==> src/rtl/regfile_write_arbiter.sv <==
// ---------------------------------------------------------------------------
// regfile_write_arbiter
//
// Shares the single write port of the 16x16 register file among up to three
// writeback requesters using round-robin arbitration with valid/ready
// handshakes. A one-entry registered output stage drives the write port. A
// clear sequencer zeroes all 16 registers on command. With ZERO_R0=1,
// requester writes to register 0 are accepted but dropped.
//
// Ports:
//   clk        rising-edge clock
//   reset      asynchronous, active-high reset
//   req_valid  per-requester write request            [NUM_REQ]
//   req_ready  per-requester accept (one-hot grant)   [NUM_REQ]
//   req_addr   packed target registers, 4 bits each   [4*NUM_REQ]
//   req_data   packed write data, 16 bits each        [16*NUM_REQ]
//   rf_hold    stall, blocks commit of the output stage
//   clr_start  start a full-file clear (honoured in IDLE only)
//   clr_busy   clear sequence in progress
//   clr_done   one-cycle pulse as the last clear write commits
//   rf_we      register file write enable
//   rf_waddr   register file write address
//   rf_wdata   register file write data
//   rf_wsrc    source of the write: requester index, 3 = clear sequencer
// ---------------------------------------------------------------------------
module regfile_write_arbiter #(
  parameter int NUM_REQ = 3,
  parameter int ZERO_R0 = 0
) (
  input  logic                    clk,
  input  logic                    reset,
  input  logic [NUM_REQ-1:0]      req_valid,
  output logic [NUM_REQ-1:0]      req_ready,
  input  logic [4*NUM_REQ-1:0]    req_addr,
  input  logic [16*NUM_REQ-1:0]   req_data,
  input  logic                    rf_hold,
  input  logic                    clr_start,
  output logic                    clr_busy,
  output logic                    clr_done,
  output logic                    rf_we,
  output logic [3:0]              rf_waddr,
  output logic [15:0]             rf_wdata,
  output logic [1:0]              rf_wsrc
);

  localparam int DATA_W = 16;
  localparam int ADDR_W = 4;

  localparam logic [1:0] IDLE  = 2'd0;
  localparam logic [1:0] DRAIN = 2'd1;
  localparam logic [1:0] CLEAR = 2'd2;
  localparam logic [1:0] FLUSH = 2'd3;

  localparam logic [1:0] SRC_CLR = 2'd3;
  localparam logic [1:0] RR_INIT = 2'(NUM_REQ - 1);

  logic [1:0]        state;
  logic [ADDR_W-1:0] cnt;
  logic [1:0]        rr;
  logic              busy_q;

  // output stage registers
  logic              vld_p1;
  logic [ADDR_W-1:0] waddr_p1;
  logic [DATA_W-1:0] wdata_p1;
  logic [1:0]        wsrc_p1;

  logic              can_load;
  logic              arb_en;
  logic [NUM_REQ-1:0] gnt;
  logic              gnt_any;
  logic [1:0]        gnt_idx;
  logic [ADDR_W-1:0] gnt_addr;
  logic [DATA_W-1:0] gnt_data;
  logic              drop_r0;

  assign rf_we    = vld_p1 & ~rf_hold;
  assign rf_waddr = waddr_p1;
  assign rf_wdata = wdata_p1;
  assign rf_wsrc  = wsrc_p1;

  assign can_load = ~vld_p1 | rf_we;
  // clr_start wins over pending requests in the cycle it is seen
  assign arb_en   = ~reset & (state == IDLE) & ~clr_start & can_load;

  // Round-robin: first pass covers requesters above the last winner, second
  // pass wraps around to index 0 up to and including the last winner.
  always_comb begin
    gnt      = '0;
    gnt_any  = 1'b0;
    gnt_idx  = 2'd0;
    gnt_addr = '0;
    gnt_data = '0;
    if (arb_en) begin
      for (int j = 0; j < NUM_REQ; j++) begin
        if (!gnt_any && req_valid[j] && (j > int'(rr))) begin
          gnt[j]   = 1'b1;
          gnt_any  = 1'b1;
          gnt_idx  = 2'(j);
          gnt_addr = req_addr[4*j +: 4];
          gnt_data = req_data[16*j +: 16];
        end
      end
      for (int j = 0; j < NUM_REQ; j++) begin
        if (!gnt_any && req_valid[j] && (j <= int'(rr))) begin
          gnt[j]   = 1'b1;
          gnt_any  = 1'b1;
          gnt_idx  = 2'(j);
          gnt_addr = req_addr[4*j +: 4];
          gnt_data = req_data[16*j +: 16];
        end
      end
    end
  end

  assign req_ready = gnt;

  // Accepted write to R0 completes its handshake but never reaches the stage.
  assign drop_r0  = (ZERO_R0 != 0) && (gnt_addr == 4'd0);

  assign clr_busy = busy_q;
  // The final clear write is the only commit that happens while in FLUSH.
  assign clr_done = (state == FLUSH) & rf_we;

  // ---- stage p1: arbitration / clear sequencer -> output stage ----
  always_ff @(posedge clk or posedge reset) begin
    if (reset) begin
      state    <= IDLE;
      cnt      <= '0;
      rr       <= RR_INIT;
      busy_q   <= 1'b0;
      vld_p1   <= 1'b0;
      waddr_p1 <= '0;
      wdata_p1 <= '0;
      wsrc_p1  <= '0;
    end else begin
      if (rf_we) begin
        vld_p1 <= 1'b0;
      end

      if (gnt_any) begin
        rr <= gnt_idx;
      end

      case (state)
        IDLE: begin
          if (clr_start) begin
            state  <= DRAIN;
            busy_q <= 1'b1;
          end else if (gnt_any && !drop_r0) begin
            vld_p1   <= 1'b1;
            waddr_p1 <= gnt_addr;
            wdata_p1 <= gnt_data;
            wsrc_p1  <= gnt_idx;
          end
        end

        DRAIN: begin
          // waits for any in-flight requester write to leave the stage
          if (can_load) begin
            vld_p1   <= 1'b1;
            waddr_p1 <= '0;
            wdata_p1 <= '0;
            wsrc_p1  <= SRC_CLR;
            cnt      <= 4'd1;
            state    <= CLEAR;
          end
        end

        CLEAR: begin
          // cnt only advances on a load, so rf_hold never skips an address
          if (can_load) begin
            vld_p1   <= 1'b1;
            waddr_p1 <= cnt;
            wdata_p1 <= '0;
            wsrc_p1  <= SRC_CLR;
            cnt      <= cnt + 4'd1;
            if (cnt == 4'd15) begin
              state <= FLUSH;
            end
          end
        end

        FLUSH: begin
          if (rf_we) begin
            state  <= IDLE;
            busy_q <= 1'b0;
          end
        end

        default: begin
          state <= IDLE;
        end
      endcase
    end
  end

endmodule

==> config.mk <==
export PLATFORM = sky130hd
export DESIGN_NAME = regfile_write_arbiter
export DESIGN_NICKNAME = d
export VERILOG_FILES = /design/src/rtl/regfile_write_arbiter.sv
export SDC_FILE = /design/constraint.sdc
export NUM_CORES = 1
export LEC_CHECK = 0
export BUFFER_PORTS_ARGS = -buffer_cell sky130_fd_sc_hd__buf_4
export CAP_MARGIN = 0
export CORE_MARGIN = 5
export CORE_UTILIZATION = 41
export DETAILED_ROUTE_END_ITERATION = 16
export GPL_TIMING_DRIVEN = 0
export PLACE_DENSITY = 0.76
export SLEW_MARGIN = 20
export SYNTH_ARGS = -nofsm -noshare
export SYNTH_HDL_FRONTEND = slang
export SYNTH_SLANG_ARGS = --single-unit
export TNS_END_PERCENT = 10
==> constraint.sdc <==
create_clock -name clk -period 2 [get_ports clk]
set_input_delay 0.3 -clock clk [delete_from_list [all_inputs] [get_ports clk]]
set_output_delay 0.3 -clock clk [all_outputs]
set_load 0.02 [all_outputs]
## Word-level counts from Yosys, hierarchy flattened

Index checks and enable logic that the tools add are counted.

| word-level totals | value |
|---|---|
| memories kept | 0 |
| output and inout bits | 28 |
| input bits | 67 |
| bits in read-only memories | 0 |
| bits in latches | 0 |
| register bits after elaboration | 32 |
| memory bits (writable) | 0 |

| cells by class | value |
|---|---|
| divide/modulo/power cells | 0 |
| eq/ne operators | 12 |
| $add $sub $neg | 1 |
| mux-type cells | 63 |
| magnitude comparators | 4 |
| reduce and logical (&&, ||, !) cells | 23 |
| bitwise gates (word level) | 10 |
| shifts and indexed selects | 0 |
| $mul | 0 |

Operator list:

| cell | count |
|---|---|
| 2-to-1 mux 16 bit | 9 |
| 2-to-1 mux 4 bit | 12 |
| one-hot mux 16 bit (2 select lines) | 1 |
| 2-to-1 mux 2 bit | 13 |
| 2-to-1 mux 1 bit | 21 |
| != test 2 bit, second input constant | 7 |
| one-hot mux 4 bit (3 select lines) | 1 |
| AND reduction 5 bit | 2 |
| logical AND 1 bit | 8 |
| one-hot mux 2 bit (4 select lines) | 1 |
| one-hot mux 4 bit (2 select lines) | 1 |
| AND reduction 3 bit | 2 |
| nonzero test 2 bit | 3 |
| AND 1 bit | 5 |
| adder 4 x 1 -> 4 bit, second input constant | 1 |
| equality test 2 bit, second input constant | 2 |
| equality test 4 bit, second input constant | 1 |
| zero test 1 bit | 4 |
| NOT 1 bit | 4 |
| one-hot mux 1 bit (2 select lines) | 2 |
| one-hot mux 2 bit (2 select lines) | 1 |
| AND reduction 4 bit | 1 |
| 2-to-1 mux 3 bit | 1 |
| nonzero test 3 bit | 1 |
| other kinds (9) | 9 |

## Logic depth before layout (Yosys ltp)

Gate-level depths: netlist (run 1).

| logic depth | value |
|---|---|
| depth in word-level cells | 27 |
| mapped depth | 8 |
| depth with buffers taken out | 7 |

## Worst setup path after synthesis (run 1)

Ideal clock, no wire load.

| timing path | value |
|---|---|
| kind | in2out |
| start | input reset |
| end | output req_ready[1] |
| setup slack | -285 ps |
| buffers on the path | 0 |
| arrival time | 1985 ps |
| cell stages on the path | 3 |
| cell sequence | inv_1 -> nand3_1 -> nor3b_1 |

| on the way | value |
|---|---|
| cells in the longest elaborated chain, start to end | 5 |

RTL lines:

| item | RTL line | text |
|---|---|---|
| start, declared | 31 | `input logic reset,` |
| NOT 1 bit | 84 | `assign arb_en = ~reset & (state == IDLE) & ~clr_start & can_load;` |
| AND 1 bit (3 in a row) | 84 |  |
| 2-to-1 mux 3 bit | 94 | `if (arb_en) begin` |
| end, declared | 33 | `output logic [NUM_REQ-1:0] req_ready,` |

Every way passes these cells.

## Worst setup path in the final report (run 1)

| timing path | value |
|---|---|
| start | register rr[0] |
| end | output req_ready[0] |

| on the way | value |
|---|---|
| cells in the longest elaborated chain, start to end | 13 |
| elaborated cells between the ends (all ways) | 14 |

RTL lines:

| item | RTL line | text |
|---|---|---|
| start, declared | 59 | `logic [1:0] rr;` |
| start signal, assigned | 142 | `rr <= gnt_idx;` |
| greater-than comparator 1 x 2 -> 1 bit | 96 | `if (!gnt_any && req_valid[j] && (j > int'(rr))) begin` |
| logical AND 1 bit | 96 |  |
| 2-to-1 mux 1 bit | 96 |  |
| 2-to-1 mux 1 bit | 94 |  |
| zero test 1 bit | 96 |  |
| logical AND 1 bit (2 in a row) | 96 |  |
| 2-to-1 mux 1 bit * | 96 |  |
| 2-to-1 mux 1 bit * | 94 |  |
| zero test 1 bit * | 105 | `if (!gnt_any && req_valid[j] && (j <= int'(rr))) begin` |
| logical AND 1 bit * | 105 |  |
| 2-to-1 mux 1 bit * | 105 |  |
| 2-to-1 mux 3 bit * | 94 |  |

Every way passes the cells marked *; elsewhere a longest branch is shown, timed or not. The select of a mux whose other input is x is not followed.

==> flow_metrics.py, run 1 <==
metrics = {
    "yosys": {
        "synth_most_common_cell": "nand2_1",
        "async_flop_share": 1.00,
        "ys_top_cells_by_count": "44 x nand2_1, 32 x o21ai_0, 31 x dfrtp_1",
        "syn_area_um2": 2420,
        "yosys_register_bits": 32,
        "ys.flop_type": "dfrtp_1",
        "netlist.area_leader.share": 0.321,
        "synth.distinct_cells": 43,
        "synth_enable_flop_cells": 0,
        "synth-seq-area-share": 0.332,
        "yosysWarnings": 0,
        "synth_top_area_cell": "dfrtp_1",
        "syn_nets": 380,
        "syn_inst": 307,
        "synth.top_cells.by_area": "dfrtp_1 32%, nand2_1 6.8%, o21ai_0 6.6%",
        "syn_area_per_cell_um2": 7.87,
    },
    "global_routing": {
        "antenna_found_initial": 0,
        "grt_use_total": 0.207,
        "grt_start_max_net_pins": 35,
        "grt_pass1_vias": 2730,
        "grt_pass1_wl_um": 12600,
        "grt.overflow.total": 0,
    },
    "place": {
        "dp_hpwl_um": 5870,
        "place_inst": 475,
        "gp_congestion": 0.814,
        "portBuffers": 93,
    },
    "timing": {
        "hold_viol": 0,
        "setup_viol": 0,
        "rsz0062_at_grt": "true",
        "period_needed_ns": 1.99,
        "fin_hold_ws_ns": 0.0672,
        "fmax_ghz": 0.501,
        "max_slew_margin": 0.416,
        "slew_violations": 0,
        "worst-slew-pin-transition_ns": 0.871,
        "skew_ns": 0.00403,
        "period_share": 0.997,
    },
    "clock_tree": {
        "h-tree-depth": 2,
        "numClockSinks": 32,
        "clockRootBuffer": "clkbuf_8",
        "clock_latency_ns": 0.28,
        "clk_pin_slew_ns": 0.07,
        "numCtsBuffers": 5,
        "cts_tree": "built",
        "cts.path.max_buffers": 2,
    },
    "job": {
        "maxCapViolCount": 0,
    },
    "final_layout": {
        "antennaDiodeCount": 0,
        "drive_gt1_frac": 0.340,
        "nets": 488,
        "area_delta_synth_final_pct": 42.3,
        "finalNonFillerCells": 490,
    },
    "setup_path": {
        "critPathCaptureType": "output pin",
        "cp.required_ns": 1.70,
        "cp_slowest_stage_delay_ns": 0.41,
        "cpMaxStageDelayCell": "dfrtp_1",
        "path_cells": "nor2b_1 > buf_4 > nor2_1 > o21a_1 > buf_6 > buf_12 > nor2b_1 > buf_4",
        "path_class": "reg -> out",
        "cp_max_fo": 10,
        "start_kind": "register",
        "arrival_ns": 1.69,
    },
    "floorplan": {
        "start_util": 0.416,
        "core_um2": 5820,
        "fp-row-count": 28,
        "io_pins": 95,
        "chipHeight_um": 86.8,
        "die_x_um": 86.8,
        "die_area_um2": 7530,
    },
    "drt": {
        "drtIter0Drc": 164,
        "drt-pass1-iter-count": 5,
        "vias": 2755,
        "drc_errors": 0,
        "ant_nets": 0,
        "viasPerCell": 5.62,
        "wl_per_cell_um": 16.6,
        "wl_um": 8110,
    },
    "power_and_ir_drop": {
        "ir_worst_vdd_uv": 677,
        "power_density_nw_per_um2": 1170,
        "p_leak_nw": 1.55,
    },
    "run_status": {
        "status": "completed",
    },
    "hold_path": {
        "hold_path.class": "in -> async",
    },
}
metal layers:
layer	vias to the layer above	share of wire	track usage
met5	-	0	0
met4	0	0.0049	0.0354
met3	7	0.080	0.0456
met2	110	0.49	0.356
met1	1303	0.43	0.270
li1	1335	-	-
worst max-delay path, delay by kind of cell (launching register included):
family          cells  cell delay (ns)
buf+inv             4             0.56
flops               1             0.41
simple gates        3             0.28
compound gates      1             0.17
worst paths after layout:
path                                              start                 endpoint  slack (ns)  cells past startpoint
max in group asynchronous                         reset     clr_busy$_DFFE_PP0P_        1.39                      2
min in group clk                            req_data[6]  rf_wdata[6]$_DFFE_PP0P_        0.30                      3
worst min-delay path                              reset  rf_wdata[4]$_DFFE_PP0P_        0.07                      2
worst min register to register  rf_wdata[2]$_DFFE_PP0P_  rf_wdata[2]$_DFFE_PP0P_        0.48                      2
worst max-delay path                  rr[0]$_DFFE_PP0P_             req_ready[0]       0.006                      8
worst max register to register     state[0]$_DFFE_PP0P_  rf_waddr[1]$_DFFE_PP0P_        0.12                      8
sequential cells by signal, summed over array words and instances (netlist names):
name,count
rf_wdata,16
cnt,4
rf_waddr,4
rf_wsrc,2
rr,2
state,2
clr_busy,1
vld_p1,1
cells by family (layout without fill, tap and decap cells):
| logic type | Yosys count | count (layout) | synth area share |
|---|---|---|---|
| AO/OA/AOI/OAI | 111 | 111 | 0.318 |
| adder cells (fa/ha/maj) | 6 | 6 | 0.0311 |
| buffers and inverters | 34 | 142 | 0.0642 |
| flip-flops | 32 | 32 | 0.332 |
| multiplexers | 3 | 3 | 0.0124 |
| AND/OR/NAND/NOR | 121 | 121 | 0.242 |
cell type report:
class | count | area (um2)
Buffer | 22 | 128
Clock buffer | 7 | 96.3
Fill cell | 542 | 2380
Inverter | 11 | 45.0
Multi-Input combinational cell | 241 | 1510
Sequential cell | 32 | 802
Tap cell | 75 | 93.8
Timing Repair Buffer | 101 | 762
Timing Repair inverter | 1 | 5.00
cell usage in the layout, fill, tap and decap left out, types with 2 or more instances in the layout:
cell	instances
mux2i_1	3
a21o_1	2
nand2b_1	17
clkbuf_1	9
buf_4	102
a31oi_1	4
ha_1	5
nand2_1	44
a21oi_1	20
o21ai_0	32
or3_1	5
dfrtp_1	31
nand3_1	22
nor2_1	15
a221oi_1	10
buf_2	7
o2111a_1	2
buf_6	2
inv_1	8
o2111ai_1	3
clkbuf_8	7
o211ai_1	4
o21ai_1	12
and2_1	4
a221oi_2	9
inv_2	2
a211o_1	4
nor2b_1	4
power breakdown:
group	internal (mW)	switching, mW	leakage (nW)
Clock	0.306	0.234	0.0503
Sequential	0.893	0.164	0.416
Combinational	1.01	1.42	1.09
repair_timing:
item | 4_1_cts | 5_1_grt
gates cloned | 0 | 1
gates resized for setup | 15 | 4
buffers inserted | 8 | 0
pin swaps | 3 | 2
hold buffers | 0 | 0
setup endpoints to repair | 16 | 15
through the flow:
stage                     power, mW   util   TNS (ns)  setup slack (ns)  cell area, um2
after floorplan                2.53      -          0             0.206            2430
after global placement         3.23  0.553      -3.92            -0.308            3220
after detailed placement       3.29  0.553      -5.12            -0.367            3220
after CTS                      4.01  0.589  -0.000337         -0.000337            3430
after global routing           4.33  0.591     -0.162           -0.0923            3440
final                          4.03  0.591          0           0.00555            3440
Note: power is estimated with default switching activity, not from simulation.
==> run 2: changes to the inputs <==
--- a/config.mk
+++ b/config.mk
@@ -11,5 +11,4 @@
 export CORE_UTILIZATION = 41
 export DETAILED_ROUTE_END_ITERATION = 16
-export GPL_TIMING_DRIVEN = 0
 export PLACE_DENSITY = 0.76
 export SLEW_MARGIN = 20
==> constraint.sdc (replaced) <==
create_clock -name clk -period 2 [get_ports clk]
set_input_delay 0.1 -clock clk [delete_from_list [all_inputs] [get_ports clk]]
set_output_delay 0.1 -clock clk [all_outputs]
set_load 0.02 [all_outputs]
==> run 2 against run 1 <==
Die area is the same. First-iteration DRC count grew 18%. Sequential share of layout area grew 0.42 points. Worst setup slack gained 0.062 ns. Clock power shrank 13%. Fmax grew 3.2%. Cell area shrank 1.8%. Clock-buffer cell count shrank 1. Routed wire length shrank 0.42%. Critical path depth shrank 2. Largest cell class unchanged.
==> flow_metrics.py, run 2 (synthesis results as in run 1) <==
metrics = {
    "run_status": {
        "status": "completed",
    },
    "setup_path": {
        "start_kind": "register",
        "cp_max_fo": 5,
        "critPathCaptureType": "output pin",
        "path_class": "reg -> out",
        "arrival_ns": 1.83,
        "cp.required_ns": 1.90,
    },
    "power_and_ir_drop": {
        "swShare": 0.459,
        "p_switching_mw": 1.78,
        "pwr-share-comb": 0.598,
        "internal_power_mw": 2.11,
        "p_clk_frac": 0.121,
        "ir_worst_vdd_uv": 915,
        "seqPwrFrac": 0.280,
        "finalPower_mw": 3.89,
        "power_density_nw_per_um2": 1150,
        "p_leak_nw": 1.53,
    },
    "drt": {
        "ant_nets": 0,
        "drt-pass1-iter-count": 4,
        "wl_um": 8080,
        "vias": 2765,
        "drtIter0Drc": 193,
        "viasPerCell": 5.77,
        "wl_per_cell_um": 16.9,
        "drc_errors": 0,
    },
    "global_routing": {
        "grt_use_total": 0.214,
        "grt_pass1_vias": 2712,
        "antenna_found_initial": 0,
        "grt.overflow.total": 0,
        "grt_start_max_net_pins": 25,
        "grt_pass1_wl_um": 13000,
    },
    "floorplan": {
        "die_x_um": 86.8,
        "core_um2": 5820,
        "chipHeight_um": 86.8,
        "start_util": 0.416,
        "fp-row-count": 28,
        "die_area_um2": 7530,
        "io_pins": 95,
    },
    "clock_tree": {
        "numClockSinks": 32,
        "cts_tree": "built",
        "clock_latency_ns": 0.29,
        "numCtsBuffers": 5,
        "clockRootBuffer": "clkbuf_8",
        "cts.path.max_buffers": 2,
        "clk_pin_slew_ns": 0.06,
        "h-tree-depth": 2,
    },
    "timing": {
        "rsz0062_at_grt": "false",
        "slew_violations": 0,
        "period_share": 0.966,
        "max_slew_margin": 0.725,
        "setup_tns_ns": 0,
        "period_needed_ns": 1.93,
        "setup_viol": 0,
        "hold_viol": 0,
        "fmax_ghz": 0.517,
        "skew_ns": 0.0127,
        "worst-slew-pin-transition_ns": 0.412,
    },
    "final_layout": {
        "drive_gt1_frac": 0.337,
        "nets": 477,
        "final_common_cell": "buf_4",
        "final_cell_mix": "111 x buf_4, 44 x nand2_1, 32 x o21ai_0, 31 x dfrtp_1, 23 x nand3_1",
        "largest_reg_flops": 16,
        "area_delta_synth_final_pct": 39.8,
        "stdcell_area_um2": 3380,
        "antennaDiodeCount": 0,
        "finalNonFillerCells": 479,
    },
    "place": {
        "place_inst": 470,
        "portBuffers": 94,
        "dpl_cell_area_um2": 3260,
        "gp_congestion": 0.929,
        "dp_hpwl_um": 5910,
    },
    "hold_path": {
        "hold_path.class": "in -> reg",
    },
    "job": {
        "maxCapViolCount": 0,
    },
}
-- run 2: changes by cell type in the layout (fill, tap and decap cells not counted), moves of 2 or more --
cell,previous run,this run
buf_6,2,0
buf_2,7,0
buf_4,102,111
clkbuf_8,7,5
clkbuf_1,9,1
-- run 2: layout make-up --
cell class,instances,area [um2]
Clock inverter,1,5.00
Sequential cell,32,802
Inverter,11,45.0
Timing Repair Buffer,113,863
Multi-Input combinational cell,241,1500
Clock buffer,6,72.6
Tap cell,75,93.8
Fill cell,552,2440
-- run 2: repair_timing --
action                                  in CTS  in global routing
buffers inserted                             1                  0
resized for setup                            3                  4
endpoints found under the setup margin       1                 18
endpoints found under the hold margin       13                  0
pin swaps                                    1                  1
hold buffers                                 1                  0
-- run 2: power groups by stage --
stage / Sequential [mW] / Combinational (mW) / Clock [mW]
after floorplan: 1.24 / 1.29 / 0
after global placement: 1.09 / 2.20 / 0
after detailed placement: 1.09 / 2.25 / 0
after CTS: 1.08 / 2.27 / 0.483
after global routing: 1.12 / 2.56 / 0.509
final: 1.09 / 2.33 / 0.472
-- run 2: worst paths after layout --
| check | slack, ns | cells after the start | to | startpoint |
|---|---|---|---|---|
| max in group asynchronous | 1.01 | 4 | rr[1]$_DFFE_PP1P_ | reset |
| min in group asynchronous | 0.36 | 3 | rf_wdata[12]$_DFFE_PP0P_ | reset |
| hold reg to reg | 0.49 | 2 | rf_wsrc[0]$_DFFE_PP0P_ | rf_wsrc[0]$_DFFE_PP0P_ |
| hold / removal | 0.09 | 3 | rf_wdata[6]$_DFFE_PP0P_ | req_data[6] |
| setup reg to reg | 0.11 | 8 | rf_waddr[3]$_DFFE_PP0P_ | state[0]$_DFFE_PP0P_ |
| setup / recovery | 0.07 | 6 | req_ready[1] | state[0]$_DFFE_PP0P_ |
-- run 2: metrics by stage --
stage	setup WS (ns)	utilization	hold WS [ns]
2_1_floorplan	0.206	-	0.0347
3_3_place_gp	0.168	0.560	0.106
3_5_place_dp	0.0639	0.560	0.106
4_1_cts	0.0183	0.579	0.0822
5_1_grt	0.00689	0.581	0.0976
6_report	0.0676	0.581	0.0928
-- run 2: critical path, cell delays in order, from the launching register on --
cell	delay [ns]
dfrtp_1	0.42
inv_1	0.15
ha_4	0.18
and2b_2	0.18
nand3_2	0.15
nor3b_4	0.27
buf_4	0.19
-- run 2: routing by layer --
layer / wire length, um / vias up / track usage
li1: - / 1315 / -
met1: 3500 / 1314 / 0.280
met2: 3820 / 125 / 0.357
met3: 654 / 11 / 0.0409
met4: 97 / 0 / 0.0623
met5: 0 / - / 0
==> run 3: changes to the inputs <==
Settings changed: RECOVER_POWER set to 25.
==> run 3 against run 2 <==
Combinational power fell by 2%. Cell area is 1.1% lower. Fmax down 0.52%. Clock skew shrank 0.00061 ns. Power fell by 1.3%. Cell count unchanged. Routed wire length grew 0.14%. Critical path depth did not move. First-iteration DRC count shrank 11%. Largest cell class unchanged. Highest routed layer unchanged.
==> flow_metrics.py, run 3 (synthesis results as in run 1) <==
metrics = {
    "run_status": {
        "status": "completed",
    },
    "final_layout": {
        "largest_reg_flops": 16,
        "area_delta_synth_final_pct": 38.2,
        "drive_gt1_frac": 0.312,
        "nets": 477,
        "finalNonFillerCells": 479,
        "stdcell_area_um2": 3340,
        "antennaDiodeCount": 0,
        "final_common_cell": "buf_4",
        "final_cell_mix": "101 x buf_4, 44 x nand2_1, 32 x o21ai_0, 31 x dfrtp_1, 23 x nand3_1",
        "final_core_util": 0.574,
    },
    "drt": {
        "drtIter0Drc": 171,
        "wl_um": 8090,
        "wl_per_cell_um": 16.9,
        "drc_errors": 0,
        "drt-pass1-iter-count": 5,
        "viasPerCell": 5.81,
        "ant_nets": 0,
        "vias": 2781,
    },
    "floorplan": {
        "chipHeight_um": 86.8,
        "io_pins": 95,
        "start_util": 0.416,
        "fp-row-count": 28,
        "die_x_um": 86.8,
        "die_area_um2": 7530,
        "core_um2": 5820,
    },
    "clock_tree": {
        "clock_latency_ns": 0.29,
        "numCtsBuffers": 5,
        "numClockSinks": 32,
        "clk_pin_slew_ns": 0.06,
        "cts_tree": "built",
        "clockRootBuffer": "clkbuf_8",
        "h-tree-depth": 2,
        "cts.path.max_buffers": 2,
    },
    "setup_path": {
        "r2r_cells": 8,
        "arrival_ns": 1.84,
        "cpMaxStageDelayCell": "dfrtp_1",
        "critPathCaptureType": "output pin",
        "cp_max_fo": 5,
        "cp.required_ns": 1.90,
        "cp_slowest_stage_delay_ns": 0.42,
        "path_cells": "inv_1 > ha_4 > and2b_2 > nand3_2 > nor3b_4 > buf_4",
        "path_class": "reg -> out",
        "start_kind": "register",
    },
    "place": {
        "dpl_cell_area_um2": 3260,
        "portBuffers": 94,
        "gp_congestion": 0.929,
        "dp_hpwl_um": 5910,
        "place_inst": 470,
    },
    "timing": {
        "rsz0062_at_grt": "false",
        "fin_hold_ws_ns": 0.0928,
        "max_slew_margin": 0.727,
        "slew_violations": 0,
        "hold_viol": 0,
        "setup_tns_ns": 0,
        "fmax_ghz": 0.515,
        "period_share": 0.971,
        "worst-slew-pin-transition_ns": 0.410,
        "setup_viol": 0,
        "period_needed_ns": 1.94,
        "skew_ns": 0.0121,
    },
    "power_and_ir_drop": {
        "power_density_nw_per_um2": 1150,
        "p_leak_nw": 1.49,
        "ir_worst_vdd_uv": 912,
    },
    "hold_path": {
        "whs_path_depth": 3,
        "hold_path.class": "in -> reg",
    },
    "global_routing": {
        "antenna_found_initial": 0,
        "grt.overflow.total": 0,
        "grt_pass1_wl_um": 13000,
        "grt_use_total": 0.214,
        "grt_pass1_vias": 2712,
        "grt_start_max_net_pins": 25,
    },
    "job": {
        "maxCapViolCount": 0,
    },
}
==> run 3: worst paths after layout <==
| check | to | start | slack [ns] |
|---|---|---|---|
| setup / recovery | req_ready[1] | state[0]$_DFFE_PP0P_ | 0.06 |
| hold / removal | rf_wdata[6]$_DFFE_PP0P_ | req_data[6] | 0.09 |
| setup reg to reg | rf_waddr[3]$_DFFE_PP0P_ | state[0]$_DFFE_PP0P_ | 0.11 |
| hold reg to reg | rf_wsrc[0]$_DFFE_PP0P_ | rf_wsrc[0]$_DFFE_PP0P_ | 0.49 |
| max in group asynchronous | rr[1]$_DFFE_PP1P_ | reset | 0.99 |
| min in group asynchronous | rf_wdata[13]$_DFFE_PP0P_ | reset | 0.38 |
==> run 3: per-stage QoR <==
step / setup slack [ns] / total power, mW
6_report: 0.0576 / 3.84
3_5_place_dp: 0.0639 / 3.35
5_1_grt: 0.00686 / 4.14
4_1_cts: 0.0183 / 3.84
2_1_floorplan: 0.206 / 2.53
3_3_place_gp: 0.168 / 3.29
==> run 3: report_power, final <==
| group | internal (mW) | leakage [nW] | switching (mW) |
|---|---|---|---|
| combinational | 0.928 | 1.03 | 1.35 |
| clock | 0.236 | 0.0410 | 0.236 |
| sequential | 0.893 | 0.416 | 0.196 |
| total | 2.06 | 1.49 | 1.78 |
==> run 3: area by class of cell <==
class | count | area, um2
fill | 564 | 2470
multi-input combinational | 241 | 1500
timing repair buffer | 113 | 826
sequential | 32 | 802
tap | 75 | 93.8
clock buffer | 6 | 72.6
inverter | 11 | 45.0
clock inverter | 1 | 5.00
==> run 3: critical path, delay by kind of cell, from the launching register on <==
kind	cells	cell delay [ns]
buffers and inverters	2	0.34
flip-flops	1	0.42
adder cells (fa/ha/maj)	1	0.18
AND/OR/NAND/NOR	3	0.62
==> run 3: what timing repair did <==
| item | in CTS | in global routing |
|---|---|---|
| gates resized for setup | 3 | 4 |
| hold endpoints to repair | 13 | 0 |
| gates cloned | 0 | 0 |
| hold buffers | 1 | 0 |
| buffers inserted | 1 | 0 |
| endpoints found under the setup margin | 1 | 18 |
| pin swaps | 1 | 1 |
==> run 3: per-layer routing <==
layer  GRT usage  part of all wire
met4      0.0623             0.015
met2       0.357              0.47
met1       0.280              0.43
met3      0.0409             0.086
met5           0                 0
